<file path="config.mk">
export PLATFORM = sky130hd
export DESIGN_NAME = master_port
export DESIGN_NICKNAME = d
export VERILOG_FILES = /design/src/rtl/master_port.sv
export SDC_FILE = /design/constraint.sdc
export NUM_CORES = 1
export LEC_CHECK = 0
export CAP_MARGIN = 20
export CORE_MARGIN = 2
export CORE_UTILIZATION = 31
export CTS_BUF_LIST = sky130_fd_sc_hd__clkbuf_8
export CTS_CLUSTER_DIAMETER = 50
export DETAILED_ROUTE_END_ITERATION = 10
export SYNTH_ARGS = -nofsm -noshare
export SYNTH_HDL_FRONTEND = slang
export SYNTH_SLANG_ARGS = --single-unit
</file>
<file path="constraint.sdc">
create_clock -name CLK -period 5.42 [get_ports CLK]
set_input_delay 1.355 -clock CLK [delete_from_list [all_inputs] [get_ports CLK]]
set_output_delay 1.355 -clock CLK [all_outputs]
set_load 0.02 [all_outputs]
</file>
<file path="src/rtl/master_port.sv">
// Serial bus master: one 16-bit address phase, then an 8-bit write or read phase,
// framed by ack handshakes. Optional ack timeout via MASTER_PORT_ACK_TIMEOUT_EN.
module master_port (
  input  logic        CLK,
  input  logic        RSTN,
  input  logic        M_EXECUTE,
  input  logic        M_RW,
  input  logic [15:0] M_ADDR,
  input  logic [7:0]  M_DIN,
  output logic [7:0]  M_DOUT,
  output logic        M_DVALID,
  output logic        M_DONE,
  output logic        M_BUSY,
  output logic        M_ERR,
  output logic        AD_SEL,
  output logic        B_RW,
  output logic        B_BUS_OUT,
  input  logic        B_BUS_IN,
  input  logic        B_ACK,
  input  logic        B_SBSY,
  output logic [2:0]  DBG_STATE
);

  typedef enum logic [2:0] {
    S_IDLE      = 3'd0,
    S_ADDRESS   = 3'd1,
    S_WAIT_ACKA = 3'd2,
    S_WRITE     = 3'd3,
    S_WAIT_ACKW = 3'd4,
    S_READ      = 3'd5,
    S_DONE      = 3'd6
  } state_e;

  state_e      state_q, state_d;
  logic [3:0]  cnt_q, cnt_d;
  logic        armed_q, armed_d;
  logic        rw_q, rw_d;
  logic [15:0] addr_q, addr_d;
  logic [7:0]  data_q, data_d;
  logic [7:0]  shift_q, shift_d;
  logic [7:0]  dout_q, dout_d;

`ifdef MASTER_PORT_ACK_TIMEOUT_EN
  logic [4:0]  tmo_q, tmo_d;
  logic        err_q, err_d;
`endif

  // B_SBSY is informational only.
  logic unused_sbsy;
  assign unused_sbsy = B_SBSY;

  // Handshake: a request is a single cycle with M_EXECUTE=1 while the block is idle
  // (M_BUSY=0); it is accepted on that edge and M_BUSY rises the next cycle.
  always_comb begin
    state_d = state_q;
    cnt_d   = cnt_q;
    armed_d = armed_q;
    rw_d    = rw_q;
    addr_d  = addr_q;
    data_d  = data_q;
    shift_d = shift_q;
    dout_d  = dout_q;
`ifdef MASTER_PORT_ACK_TIMEOUT_EN
    tmo_d   = 5'd0;
    err_d   = 1'b0;
`endif
    case (state_q)
      S_IDLE: begin
        if (M_EXECUTE) begin
          rw_d    = M_RW;
          addr_d  = M_ADDR;
          data_d  = M_DIN;
          shift_d = 8'h00;
          cnt_d   = 4'd0;
          armed_d = 1'b0;
          state_d = S_ADDRESS;
        end
      end
      S_ADDRESS: begin
        if (cnt_q == 4'd15) begin
          cnt_d   = 4'd0;
          state_d = S_WAIT_ACKA;
        end else begin
          cnt_d = cnt_q + 4'd1;
        end
      end
      S_WAIT_ACKA, S_WAIT_ACKW: begin
        // Ack is a level that must rise and then fall before the phase advances.
        if (armed_q) begin
          if (!B_ACK) begin
            armed_d = 1'b0;
            cnt_d   = 4'd0;
            if (state_q == S_WAIT_ACKW) state_d = S_DONE;
            else                        state_d = rw_q ? S_WRITE : S_READ;
          end
        end else if (B_ACK) begin
          armed_d = 1'b1;
        end
`ifdef MASTER_PORT_ACK_TIMEOUT_EN
        else if (tmo_q == 5'd31) begin
          err_d   = 1'b1;
          state_d = S_IDLE;
        end else begin
          tmo_d = tmo_q + 5'd1;
        end
`endif
      end
      S_WRITE: begin
        if (cnt_q == 4'd7) begin
          cnt_d   = 4'd0;
          state_d = S_WAIT_ACKW;
        end else begin
          cnt_d = cnt_q + 4'd1;
        end
      end
      S_READ: begin
        shift_d[cnt_q[2:0]] = B_BUS_IN;
        if (cnt_q == 4'd7) begin
          cnt_d   = 4'd0;
          dout_d  = shift_d;
          state_d = S_DONE;
        end else begin
          cnt_d = cnt_q + 4'd1;
        end
      end
      S_DONE: begin
        state_d = S_IDLE;
      end
      default: begin
        state_d = S_IDLE;
      end
    endcase
  end

  always_ff @(posedge CLK or negedge RSTN) begin
    if (!RSTN) begin
      state_q <= S_IDLE;
      cnt_q   <= 4'd0;
      armed_q <= 1'b0;
      rw_q    <= 1'b0;
      addr_q  <= 16'h0000;
      data_q  <= 8'h00;
      shift_q <= 8'h00;
      dout_q  <= 8'h00;
    end else begin
      state_q <= state_d;
      cnt_q   <= cnt_d;
      armed_q <= armed_d;
      rw_q    <= rw_d;
      addr_q  <= addr_d;
      data_q  <= data_d;
      shift_q <= shift_d;
      dout_q  <= dout_d;
    end
  end

`ifdef MASTER_PORT_ACK_TIMEOUT_EN
  always_ff @(posedge CLK or negedge RSTN) begin
    if (!RSTN) begin
      tmo_q <= 5'd0;
      err_q <= 1'b0;
    end else begin
      tmo_q <= tmo_d;
      err_q <= err_d;
    end
  end
  assign M_ERR = err_q;
`else
  assign M_ERR = 1'b0;
`endif

  assign AD_SEL    = (state_q == S_ADDRESS);
  assign B_BUS_OUT = (state_q == S_ADDRESS) ? addr_q[cnt_q] :
                     (state_q == S_WRITE)   ? data_q[cnt_q[2:0]] : 1'b0;
  assign M_BUSY    = (state_q != S_IDLE);
  assign M_DONE    = (state_q == S_DONE);
  assign M_DVALID  = (state_q == S_DONE) && !rw_q;
  assign M_DOUT    = dout_q;
  assign B_RW      = rw_q;
  assign DBG_STATE = state_q;

endmodule

</file>
==> insert_results.sql, run 1 <==
INSERT INTO impl_metrics (metric_group, metric, value, unit) VALUES
('timing', 'grt_setup_unrepaired', 'false', ''),
('global_route', 'largest_net_degree_at_the_start_of_global_routing', '26', ''),
('yosys', 'synth_flop_cell', 'dfrtp_1', ''),
('finish', 'design_area', '0.003129', 'mm²'),
('place', 'port_buffers', '46', ''),
('worst_setup_path', 'worst_setup_path_end_kind', 'output port', ''),
('global_route', 'global_route.usage.total', '13.07', '%'),
('pwr', 'vdd.ir_drop.worst', '0.1418', 'mV'),
('finish', 'multi_input_area', '0.001161', 'mm²'),
('global_route', 'grt_pass1_vias', '1861', ''),
('worst_setup_path', 'arrival_time_at_the_worst_endpoint', '3.08', 'ns'),
('route', 'routed_via_density', '4.965', ''),
('finish', 'area.growth.synth_to_final', '24.86', '%'),
('yosys', 'ys_top_cells_by_count', '49 x dfrtp_1, 28 x mux2_2, 25 x o21ai_0, 22 x nand2_1, 11 x mux2i_1', ''),
('timing', 'slew_viol_final', '0', ''),
('global_route', 'grt_overflow_total', '0', ''),
('route', 'vias', '1857', ''),
('timing', 'timing.max_slew.rel_slack', '35.30', '%'),
('worst_hold_path', 'worstHoldPathType', 'register to register', ''),
('yosys', 'synth_seq_cells', '49', ''),
('finish', 'antenna-diode-count', '0', ''),
('worst_hold_path', 'worst_hold_path.num_cells', '2', ''),
('place', 'dpl_cell_area', '0.003028', 'mm²'),
('worst_setup_path', 'worst_setup_path_start_kind', 'register', ''),
('route', 'postRouteWirelength', '5294', 'µm'),
('cts', 'cts-root-to-sink-buffers', '2', ''),
('place', 'gp_congestion', '0.7981', ''),
('yosys', 'syn_area_per_cell', '10.85', 'µm²'),
('cts', 'cts_tree', 'yes', ''),
('route', 'antenna_violating_nets_post_route', '0', ''),
('finish', 'ff_latch_area', '0.001226', 'mm²'),
('timing', 'worstMarginPinSlew', '0.9664', 'ns'),
('cts', 'cts.hold.buffers_added', '0', ''),
('worst_setup_path', 'worst_r2r_path_depth', '3', ''),
('yosys', 'netlist.top_cell.by_area', 'dfrtp_1', ''),
('finish', 'fill_cells', '790', ''),
('yosys', 'synth_area', '0.002506', 'mm²'),
('finish', 'finish.net_count', '303', ''),
('yosys', 'synth.top_cell.area_share', '48.93', '%'),
('die', 'floorplan.io_pins', '49', ''),
('finish', 'post_route_cells_drive_above_1_share', '16.54', '%'),
('route', 'drt_iter0_drc', '116', ''),
('die', 'placeableCoreArea', '0.007767', 'mm²'),
('yosys', 'synth_enable_flop_cells', '0', ''),
('worst_hold_path', 'hp-start', 'M_DOUT[5]$_DFFE_PN0P_', ''),
('yosys', 'synthCells', '231', ''),
('cts', 'cts_setup_buffers', '0', ''),
('yosys', 'synth-seq-area-share', '48.93', '%'),
('pwr', 'power_leakage', '1.307', 'nW'),
('cts', 'ctsRootBufferMaster', 'clkbuf_8', ''),
('yosys', 'synth-async-reset-ratio', '100.0', '%'),
('timing', 'setup-tns-final', '0', 'ns'),
('timing', 'achievable_freq', '225.7', 'MHz'),
('job', 'timing.max_cap.violations', '0', ''),
('die', 'floorplan.die.height', '93.92', 'µm'),
('cts', 'clkSlewWorstSetupHoldPaths', '0.09', 'ns'),
('yosys', 'synth_cell_type_count', '48', ''),
('pwr', 'power_per_cell_area', '523.2', 'mW/mm²'),
('cts', 'cts_repair_resize_count', '0', ''),
('worst_setup_path', 'crit_path_top_delay_cell', 'nor3b_1', ''),
('worst_setup_path', 'peak_fanout_along_the_critical_path', '24', ''),
('worst_setup_path', 'timing.rr.end', 'addr_q[11]$_DFFE_PN0P_', ''),
('timing', 'final.period_utilization', '81.76', '%'),
('route', 'post_drt_wl_per_cell', '14.16', 'µm'),
('die', 'initial_utilization', '32.26', '%'),
('yosys', 'synth.most_common_cell', 'dfrtp_1', ''),
('run_status', 'outcome', 'completed', ''),
('timing', 'finClkSkew', '0.003666', 'ns'),
('worst_setup_path', 'worst-setup-path-type', 'register to output port', ''),
('timing', 'hold_viol_final', '0', ''),
('die', 'design.die.area', '0.008820', 'mm²');
[layout make-up]
type / count / area share [%]
clock buffers: 7 / 3.079
clock inverters: 1 / 0.1599
inverters: 8 / 0.9596
multi-input cells: 159 / 37.11
flip-flops and latches: 49 / 39.18
well taps: 102 / 4.078
repair buffers: 48 / 15.43
[cells in the final DEF, fill, tap and decap left out, types with 2 or more instances in the layout]
| cell | count |
|---|---|
| nand2_1 | 22 |
| nand3b_1 | 2 |
| or3_1 | 2 |
| a221oi_1 | 3 |
| nor2_1 | 6 |
| clkdlybuf4s50_1 | 45 |
| nor3_1 | 3 |
| nand3_1 | 6 |
| a31oi_1 | 2 |
| clkbuf_8 | 7 |
| inv_1 | 7 |
| nor3b_1 | 2 |
| dfrtp_1 | 49 |
| a22o_1 | 3 |
| mux2i_1 | 11 |
| nand2b_1 | 3 |
| a21oi_1 | 9 |
| o21ai_0 | 25 |
| a221o_1 | 2 |
| and2_1 | 2 |
| nor2b_1 | 5 |
| mux2_2 | 28 |
[metal layers]
metal / GRT usage [%] / vias up / part of all wire (%)
met1: 17.98 / 897 / 48
li1: - / 916 / -
met5: 0 / - / 0
met3: 3.692 / 7 / 4.3
met4: 3.382 / 0 / 1.0
met2: 20.24 / 37 / 46
[report_power, final]
part,switching [mW],total (mW),internal [mW]
clock network,0.126,0.241,0.116
logic,0.328,0.704,0.376
registers,0.175,0.692,0.517
[cell families (layout without fill, tap and decap cells)]
group / after synthesis / count (layout) / synth area share (%)
other: 1 / 1 / 0.1496
flip-flops: 49 / 49 / 48.93
AND/OR/NAND/NOR: 58 / 58 / 12.78
adder cells (fa/ha/maj): 1 / 1 / 0.4992
multiplexers: 40 / 40 / 17.42
AO/OA/AOI/OAI: 59 / 59 / 15.48
buffers and inverters: 23 / 64 / 4.743
[worst max path at each step]
| stage | startpoint | endpoint | slack (ns) |
|---|---|---|---|
| 2_1_floorplan | cnt_q[2]$_DFFE_PN0P_ | B_BUS_OUT | 2.44 |
| 3_3_place_gp | cnt_q[2]$_DFFE_PN0P_ | B_BUS_OUT | 1.37 |
| 3_5_place_dp | cnt_q[2]$_DFFE_PN0P_ | B_BUS_OUT | 1.33 |
| 4_1_cts | cnt_q[2]$_DFFE_PN0P_ | B_BUS_OUT | 0.97 |
| 5_1_grt | cnt_q[2]$_DFFE_PN0P_ | B_BUS_OUT | 0.80 |
| 6_report | cnt_q[2]$_DFFE_PN0P_ | B_BUS_OUT | 0.99 |
[registers in the layout, summed over array words and instances (netlist names)]
name,count
addr_q,16
M_DOUT,8
data_q,8
shift_q,8
cnt_q,4
DBG_STATE,3
B_RW,1
armed_q,1
[critical path, delay by kind of cell (launching register included)]
family	cells	cell delay [ns]
and+or+nand+nor	1	0.71
buffers and inverters	1	0.67
AOI/OAI and AO/OA	3	0.70
DFF	1	0.67
[stage by stage]
stage	hold WS [ns]	setup WS, ns	utilization, %	std cells	power (mW)
floorplan	0.4651	2.439	-	231	1.180
global placement	0.4614	1.366	38.72	365	1.391
detailed placement	0.4718	1.333	38.98	366	1.411
CTS	0.4927	0.9729	40.29	374	1.654
global route	0.4989	0.7995	40.29	374	1.768
finish	0.4821	0.9886	40.29	374	1.637
Power figures use the tool's default switching activity.
==> run 2: changes to the inputs <==
==> constraint.sdc (replaced) <==
create_clock -name CLK -period 4.1 [get_ports CLK]
set_input_delay 1.025 -clock CLK [delete_from_list [all_inputs] [get_ports CLK]]
set_output_delay 1.025 -clock CLK [all_outputs]
set_load 0.02 [all_outputs]
==> run 2 against run 1 <==
  * Clock power grew 11%
  * Clock skew is 0.0080 ns higher
  * First-iteration DRC count down 23%
  * Final area is essentially flat
  * Power grew 30%
  * Routed wire length shrank 2.0%
  * Non-clock buffer count up 3
  * Largest power group unchanged
==> insert_results.sql, run 2 (synthesized netlist as in run 1, its figures left out) <==
INSERT INTO impl_metrics (metric_group, metric, value, unit) VALUES
('die', 'design.die.area', '0.008820', 'mm²'),
('worst_setup_path', 'critPathLaunch', 'cnt_q[2]$_DFFE_PN0P_', ''),
('timing', 'final-setup-viol-count', '0', ''),
('place', 'port_buffers', '46', ''),
('global_route', 'grt_first_pass_wirelength', '8673', 'µm'),
('finish', 'design_area', '0.003131', 'mm²'),
('timing', 'achievable_freq', '258.6', 'MHz'),
('worst_setup_path', 'arrival_time_at_the_worst_endpoint', '2.84', 'ns'),
('route', 'antenna_violating_nets_post_route', '0', ''),
('die', 'initial_utilization', '32.26', '%'),
('route', 'drt_iter0_drc', '89', ''),
('worst_setup_path', 'timing.rr.end', 'M_DOUT[3]$_DFFE_PN0P_', ''),
('finish', 'post_route_cells_drive_above_1_share', '16.36', '%'),
('run_status', 'outcome', 'completed', ''),
('worst_setup_path', 'critPathCapture', 'B_BUS_OUT', ''),
('cts', 'cts_made_buffers', '5', ''),
('timing', 'timing.max_slew.rel_slack', '48.98', '%'),
('global_route', 'grt_antenna_before_repair', '0', ''),
('cts', 'cts_repair_resize_count', '0', ''),
('finish', 'mostFrequentLayoutCell', 'dfrtp_1', ''),
('route', 'routed_via_density', '4.955', ''),
('finish', 'multi_input_area', '0.001161', 'mm²'),
('timing', 'setup-tns-final', '0', 'ns'),
('pwr', 'fin_total_pwr', '2.121', 'mW'),
('finish', 'fill_cells', '774', ''),
('cts', 'cts-root-to-sink-buffers', '2', ''),
('cts', 'cts.hold.buffers_added', '0', ''),
('worst_setup_path', 'worst-endpoint-required', '3.07', 'ns'),
('worst_setup_path', 'worst-r2r-setup-slack', '2.02', 'ns'),
('finish', 'area.growth.synth_to_final', '24.91', '%'),
('place', 'gp_congestion', '0.8048', ''),
('timing', 'grt_setup_unrepaired', 'false', ''),
('finish', 'highest_count_cells_in_the_layout_ignoring_fill_and_taps', '49 x dfrtp_1, 45 x clkdlybuf4s50_1, 28 x mux2_2, 25 x o21ai_0, 22 x nand2_1', ''),
('worst_setup_path', 'worst_setup_path_end_kind', 'output port', ''),
('route', 'post-route-drc-count', '0', ''),
('place', 'dpl_cell_area', '0.003030', 'mm²'),
('die', 'floorplan.io_pins', '49', ''),
('cts', 'htreeDepth', '2', ''),
('die', 'floorplan.die.height', '93.92', 'µm'),
('route', 'postRouteWirelength', '5187', 'µm'),
('finish', 'ff_latch_area', '0.001226', 'mm²'),
('global_route', 'global_route.usage.total', '12.33', '%'),
('worst_setup_path', 'worst_r2r_path_depth', '6', ''),
('finish', 'largest_reg_flops', '16', ''),
('worst_setup_path', 'rr_startpoint', 'cnt_q[0]$_DFFE_PN0P_', ''),
('die', 'placeableCoreArea', '0.007767', 'mm²'),
('place', 'dpl_ws', '0.5389', 'ns'),
('global_route', 'largest_net_degree_at_the_start_of_global_routing', '50', ''),
('finish', 'max_flop_register', 'addr_q', ''),
('global_route', 'grt_overflow_total', '0', ''),
('timing', 'fin_ws', '0.2327', 'ns'),
('pwr', 'power_leakage', '1.320', 'nW'),
('worst_setup_path', 'worst-setup-path-type', 'register to output port', ''),
('timing', 'hold_viol_final', '0', ''),
('cts', 'cts_tree', 'yes', ''),
('route', 'first_pass_iters', '5', ''),
('worst_setup_path', 'peak_fanout_along_the_critical_path', '24', ''),
('worst_hold_path', 'worstHoldPathType', 'register to register', ''),
('die', 'die_x', '93.92', 'µm'),
('cts', 'cts.sink_count', '49', ''),
('die', 'std_cell_rows', '32', ''),
('route', 'post_drt_wl_per_cell', '13.76', 'µm'),
('timing', 'finClkSkew', '0.01164', 'ns'),
('route', 'vias', '1868', ''),
('finish', 'finish.net_count', '306', ''),
('cts', 'clk-insertion-delay-late', '0.30', 'ns'),
('cts', 'cts_setup_buffers', '0', ''),
('worst_setup_path', 'worst_setup_path_start_kind', 'register', ''),
('finish', 'antenna-diode-count', '0', ''),
('timing', 'slew_viol_final', '0', ''),
('pwr', 'vdd.ir_drop.worst', '0.1978', 'mV'),
('timing', 'worstMarginPinSlew', '0.7653', 'ns'),
('global_route', 'grt_pass1_vias', '1821', ''),
('place', 'detailedPlacementHpwl', '3736', 'µm'),
('cts', 'clkSlewWorstSetupHoldPaths', '0.09', 'ns'),
('cts', 'ctsRootBufferMaster', 'clkbuf_8', ''),
('job', 'timing.max_cap.violations', '0', ''),
('timing', 'fin_crit', '3.867', 'ns'),
('timing', 'final.period_utilization', '94.33', '%'),
('pwr', 'power_per_cell_area', '677.4', 'mW/mm²');
-- run 2: final cells by class --
cell class                 count  share of cell area (%)
timing repair buffer          51                   16.15
clock inverter                 3                  0.3597
clock buffer                   5                   2.198
tap                          102                   4.077
inverter                       8                  0.9592
multi-input combinational    159                   37.09
sequential                    49                   39.17
-- run 2: routing by layer --
| metal | vias up | part of all wire [%] | track usage, % |
|---|---|---|---|
| met5 | - | 0 | 0 |
| met4 | 0 | 1.1 | 3.986 |
| met3 | 5 | 4.0 | 2.809 |
| met2 | 38 | 48 | 19.64 |
| met1 | 899 | 47 | 16.60 |
| li1 | 926 | - | - |
-- run 2: critical path: stages (launching register included) --
cell	delay, ns
dfrtp_1	0.85
mux2_2	0.41
a221o_1	0.32
a221oi_1	0.30
a2111oi_2	0.10
clkdlybuf4s50_1	0.56
-- run 2: power by group --
part	switching [mW]	total (mW)	internal (mW)
clock	0.153	0.267	0.114
sequential	0.212	0.896	0.684
combinational	0.448	0.958	0.510
total	0.812	2.12	1.31
-- run 2: how the worst min path moves through the flow --
stage / start / to / slack, ns / cells after the start
after global routing: M_DOUT[5]$_DFFE_PN0P_ / M_DOUT[5]$_DFFE_PN0P_ / 0.52 / 2
after CTS: M_DOUT[4]$_DFFE_PN0P_ / M_DOUT[4]$_DFFE_PN0P_ / 0.49 / 2
after detailed placement: M_DOUT[4]$_DFFE_PN0P_ / M_DOUT[4]$_DFFE_PN0P_ / 0.47 / 2
after global placement: M_DOUT[0]$_DFFE_PN0P_ / M_DOUT[0]$_DFFE_PN0P_ / 0.46 / 2
after floorplan: shift_q[1]$_DFFE_PN0P_ / shift_q[1]$_DFFE_PN0P_ / 0.47 / 1
final: M_DOUT[1]$_DFFE_PN0P_ / M_DOUT[1]$_DFFE_PN0P_ / 0.48 / 2
-- run 2: through the flow --
stage                     hold WS, ns  std cells  utilization, %
after floorplan                0.4651        231               -
after global placement         0.4613        368           39.01
after global routing           0.5230        377           40.30
after detailed placement       0.4693        368           39.01
after CTS                      0.4898        376           40.05
final                          0.4821        377           40.30
==> run 3: changes to the inputs <==
--- a/config.mk
+++ b/config.mk
@@ -11,6 +11,7 @@
 export CTS_BUF_LIST = sky130_fd_sc_hd__clkbuf_8
 export CTS_CLUSTER_DIAMETER = 50
 export DETAILED_ROUTE_END_ITERATION = 10
+export PLACE_DENSITY_LB_ADDON = 0.15
 export SYNTH_ARGS = -nofsm -noshare
 export SYNTH_HDL_FRONTEND = slang
 export SYNTH_SLANG_ARGS = --single-unit
==> run 3 against run 2 <==
  * Count of clock-buffer cells in the layout up 1
  * Largest cell class unchanged
  * Final cell count stayed put
  * First-iteration DRC count rose by 3.4%
  * Critical path depth stayed put
  * Die area did not move
  * Maximum frequency is 3.4% higher
  * Worst hold slack got worse by 0.0033 ns
  * Sequential power fell by 0.4%
==> insert_results.sql, run 3 (synthesized netlist as in run 1, its figures left out) <==
INSERT INTO impl_metrics (metric_group, metric, value, unit) VALUES
('die', 'floorplan.io_pins', '49', ''),
('finish', 'largest_reg_flops', '16', ''),
('worst_setup_path', 'worst_setup_path_end_kind', 'output port', ''),
('cts', 'clk-insertion-delay-late', '0.30', 'ns'),
('finish', 'fill_cells', '790', ''),
('route', 'first_pass_iters', '4', ''),
('pwr', 'power_leakage', '1.326', 'nW'),
('finish', 'area.growth.synth_to_final', '25.86', '%'),
('timing', 'hold_viol_final', '0', ''),
('timing', 'finClkSkew', '0.007289', 'ns'),
('cts', 'cts_tree', 'yes', ''),
('route', 'antenna_violating_nets_post_route', '0', ''),
('worst_hold_path', 'worstHoldPathType', 'register to register', ''),
('cts', 'clkSlewWorstSetupHoldPaths', '0.08', 'ns'),
('place', 'detailedPlacementHpwl', '3749', 'µm'),
('worst_setup_path', 'cpPeakStageDelay', '0.75', 'ns'),
('worst_setup_path', 'worst_setup_path_start_kind', 'register', ''),
('global_route', 'grt_first_pass_wirelength', '8631', 'µm'),
('cts', 'cts_made_buffers', '5', ''),
('pwr', 'reg_power_share', '40.3', '%'),
('timing', 'slew_viol_final', '0', ''),
('finish', 'highest_count_cells_in_the_layout_ignoring_fill_and_taps', '49 x dfrtp_1, 45 x clkdlybuf4s50_1, 28 x mux2_2, 25 x o21ai_0, 22 x nand2_1', ''),
('worst_setup_path', 'crit_path_top_delay_cell', 'dfrtp_1', ''),
('die', 'design.die.area', '0.008820', 'mm²'),
('global_route', 'grt_pass1_vias', '1762', ''),
('route', 'post-route-drc-count', '0', ''),
('global_route', 'global_route.usage.total', '12.54', '%'),
('pwr', 'vdd.ir_drop.worst', '0.2906', 'mV'),
('route', 'routed_via_density', '4.891', ''),
('worst_setup_path', 'arrival_time_at_the_worst_endpoint', '2.72', 'ns'),
('timing', 'setup-tns-final', '0', 'ns'),
('place', 'dpl_cell_area', '0.003038', 'mm²'),
('timing', 'fin_crit', '3.740', 'ns'),
('die', 'die_x', '93.92', 'µm'),
('worst_setup_path', 'worst-endpoint-required', '3.07', 'ns'),
('cts', 'ctsRootBufferMaster', 'clkbuf_8', ''),
('die', 'floorplan.die.height', '93.92', 'µm'),
('pwr', 'power_per_cell_area', '701.0', 'mW/mm²'),
('pwr', 'part_of_the_total_power_dissipated_in_the_clock_network', '16.2', '%'),
('pwr', 'power_frac_comb', '43.5', '%'),
('pwr', 'internal_cell_power', '1.388', 'mW'),
('place', 'gp_congestion', '0.7924', ''),
('place', 'port_buffers', '46', ''),
('cts', 'cts-root-to-sink-buffers', '2', ''),
('global_route', 'largest_net_degree_at_the_start_of_global_routing', '29', ''),
('finish', 'post_route_cells_drive_above_1_share', '17.09', '%'),
('job', 'timing.max_cap.violations', '0', ''),
('timing', 'final.period_utilization', '91.23', '%'),
('timing', 'timing.max_slew.rel_slack', '58.04', '%'),
('finish', 'mostFrequentLayoutCell', 'dfrtp_1', ''),
('timing', 'achievable_freq', '267.4', 'MHz'),
('worst_setup_path', 'worst-setup-path-type', 'register to output port', ''),
('global_route', 'grt_overflow_total', '0', ''),
('die', 'initial_utilization', '32.26', '%'),
('timing', 'grt_setup_unrepaired', 'false', ''),
('timing', 'worstMarginPinSlew', '0.6295', 'ns'),
('finish', 'antenna-diode-count', '0', ''),
('finish', 'finish.net_count', '306', ''),
('worst_setup_path', 'worst-r2r-setup-slack', '2.03', 'ns'),
('cts', 'cts_setup_buffers', '0', ''),
('die', 'std_cell_rows', '32', ''),
('pwr', 'p_sw_share', '37.22', '%'),
('cts', 'htreeDepth', '2', ''),
('route', 'post_drt_wl_per_cell', '13.96', 'µm'),
('die', 'placeableCoreArea', '0.007767', 'mm²'),
('run_status', 'outcome', 'completed', ''),
('route', 'vias', '1844', ''),
('cts', 'cts.hold.buffers_added', '0', ''),
('worst_setup_path', 'timing.critical_path.cells', 'mux2_2 > a221o_1 > a221oi_1 > a2111oi_2 > clkdlybuf4s50_1', ''),
('finish', 'max_flop_register', 'addr_q', ''),
('cts', 'cts_repair_resize_count', '0', ''),
('global_route', 'grt_antenna_before_repair', '0', ''),
('timing', 'final-setup-viol-count', '0', ''),
('route', 'drt_iter0_drc', '92', ''),
('cts', 'cts.sink_count', '49', ''),
('finish', 'design_area', '0.003154', 'mm²'),
('route', 'postRouteWirelength', '5263', 'µm'),
('pwr', 'power.net_switching', '0.8230', 'mW'),
('worst_setup_path', 'peak_fanout_along_the_critical_path', '17', '');
## run 3: cell type report
class	count	area (µm²)	area share [%]
Sequential cell	49	1226	38.87
Multi-Input combinational cell	159	1161	36.81
Timing Repair Buffer	51	493.0	15.63
Tap cell	102	127.6	4.046
Clock buffer	6	82.58	2.618
Clock inverter	2	33.78	1.071
Inverter	8	30.03	0.9520
## run 3: metrics by stage
step	power (mW)	cells	utilization (%)	hold WS, ns	setup WS, ns
2_1_floorplan	1.560	231	-	0.4651	1.449
3_3_place_gp	1.870	369	39.11	0.4609	0.6431
3_5_place_dp	1.881	369	39.11	0.4701	0.6635
4_1_cts	2.249	377	40.61	0.4904	0.2972
5_1_grt	2.385	377	40.61	0.5083	0.1549
6_report	2.211	377	40.61	0.4788	0.3596
## run 3: power by group through the flow
stage / clock, mW / combinational [mW] / sequential [mW]
CTS: 0.374 / 0.975 / 0.899
global placement: 0 / 0.964 / 0.905
detailed placement: 0 / 0.970 / 0.910
floorplan: 0 / 0.701 / 0.859
finish: 0.358 / 0.962 / 0.892
global route: 0.390 / 1.06 / 0.932
## run 3: final timing paths
kind                                          startpoint                     end  cells after the start
worst max-delay path                cnt_q[2]$_DFFE_PN0P_               B_BUS_OUT                      5
worst min register to register     M_DOUT[1]$_DFFE_PN0P_   M_DOUT[1]$_DFFE_PN0P_                      2
worst min-delay path               M_DOUT[1]$_DFFE_PN0P_   M_DOUT[1]$_DFFE_PN0P_                      2
min in group asynchronous                           RSTN   M_DOUT[7]$_DFFE_PN0P_                      1
max in group asynchronous                           RSTN  addr_q[15]$_DFFE_PN0P_                      2
worst max register to register  DBG_STATE[0]$_DFFE_PN0P_   M_DOUT[0]$_DFFE_PN0P_                      4
## run 3: layer usage
metal  track usage, %  routed length, µm
met1            17.92               2652
met2            18.57               2363
met3            2.889                181
met4            4.348                 65
met5                0                  0
## run 3: critical path: cells and delay by family, from the launching register on
family | cells | cell delay (ns)
DFF | 1 | 0.75
buffers and inverters | 1 | 0.56
muxes | 1 | 0.41
AOI/OAI and AO/OA | 3 | 0.70
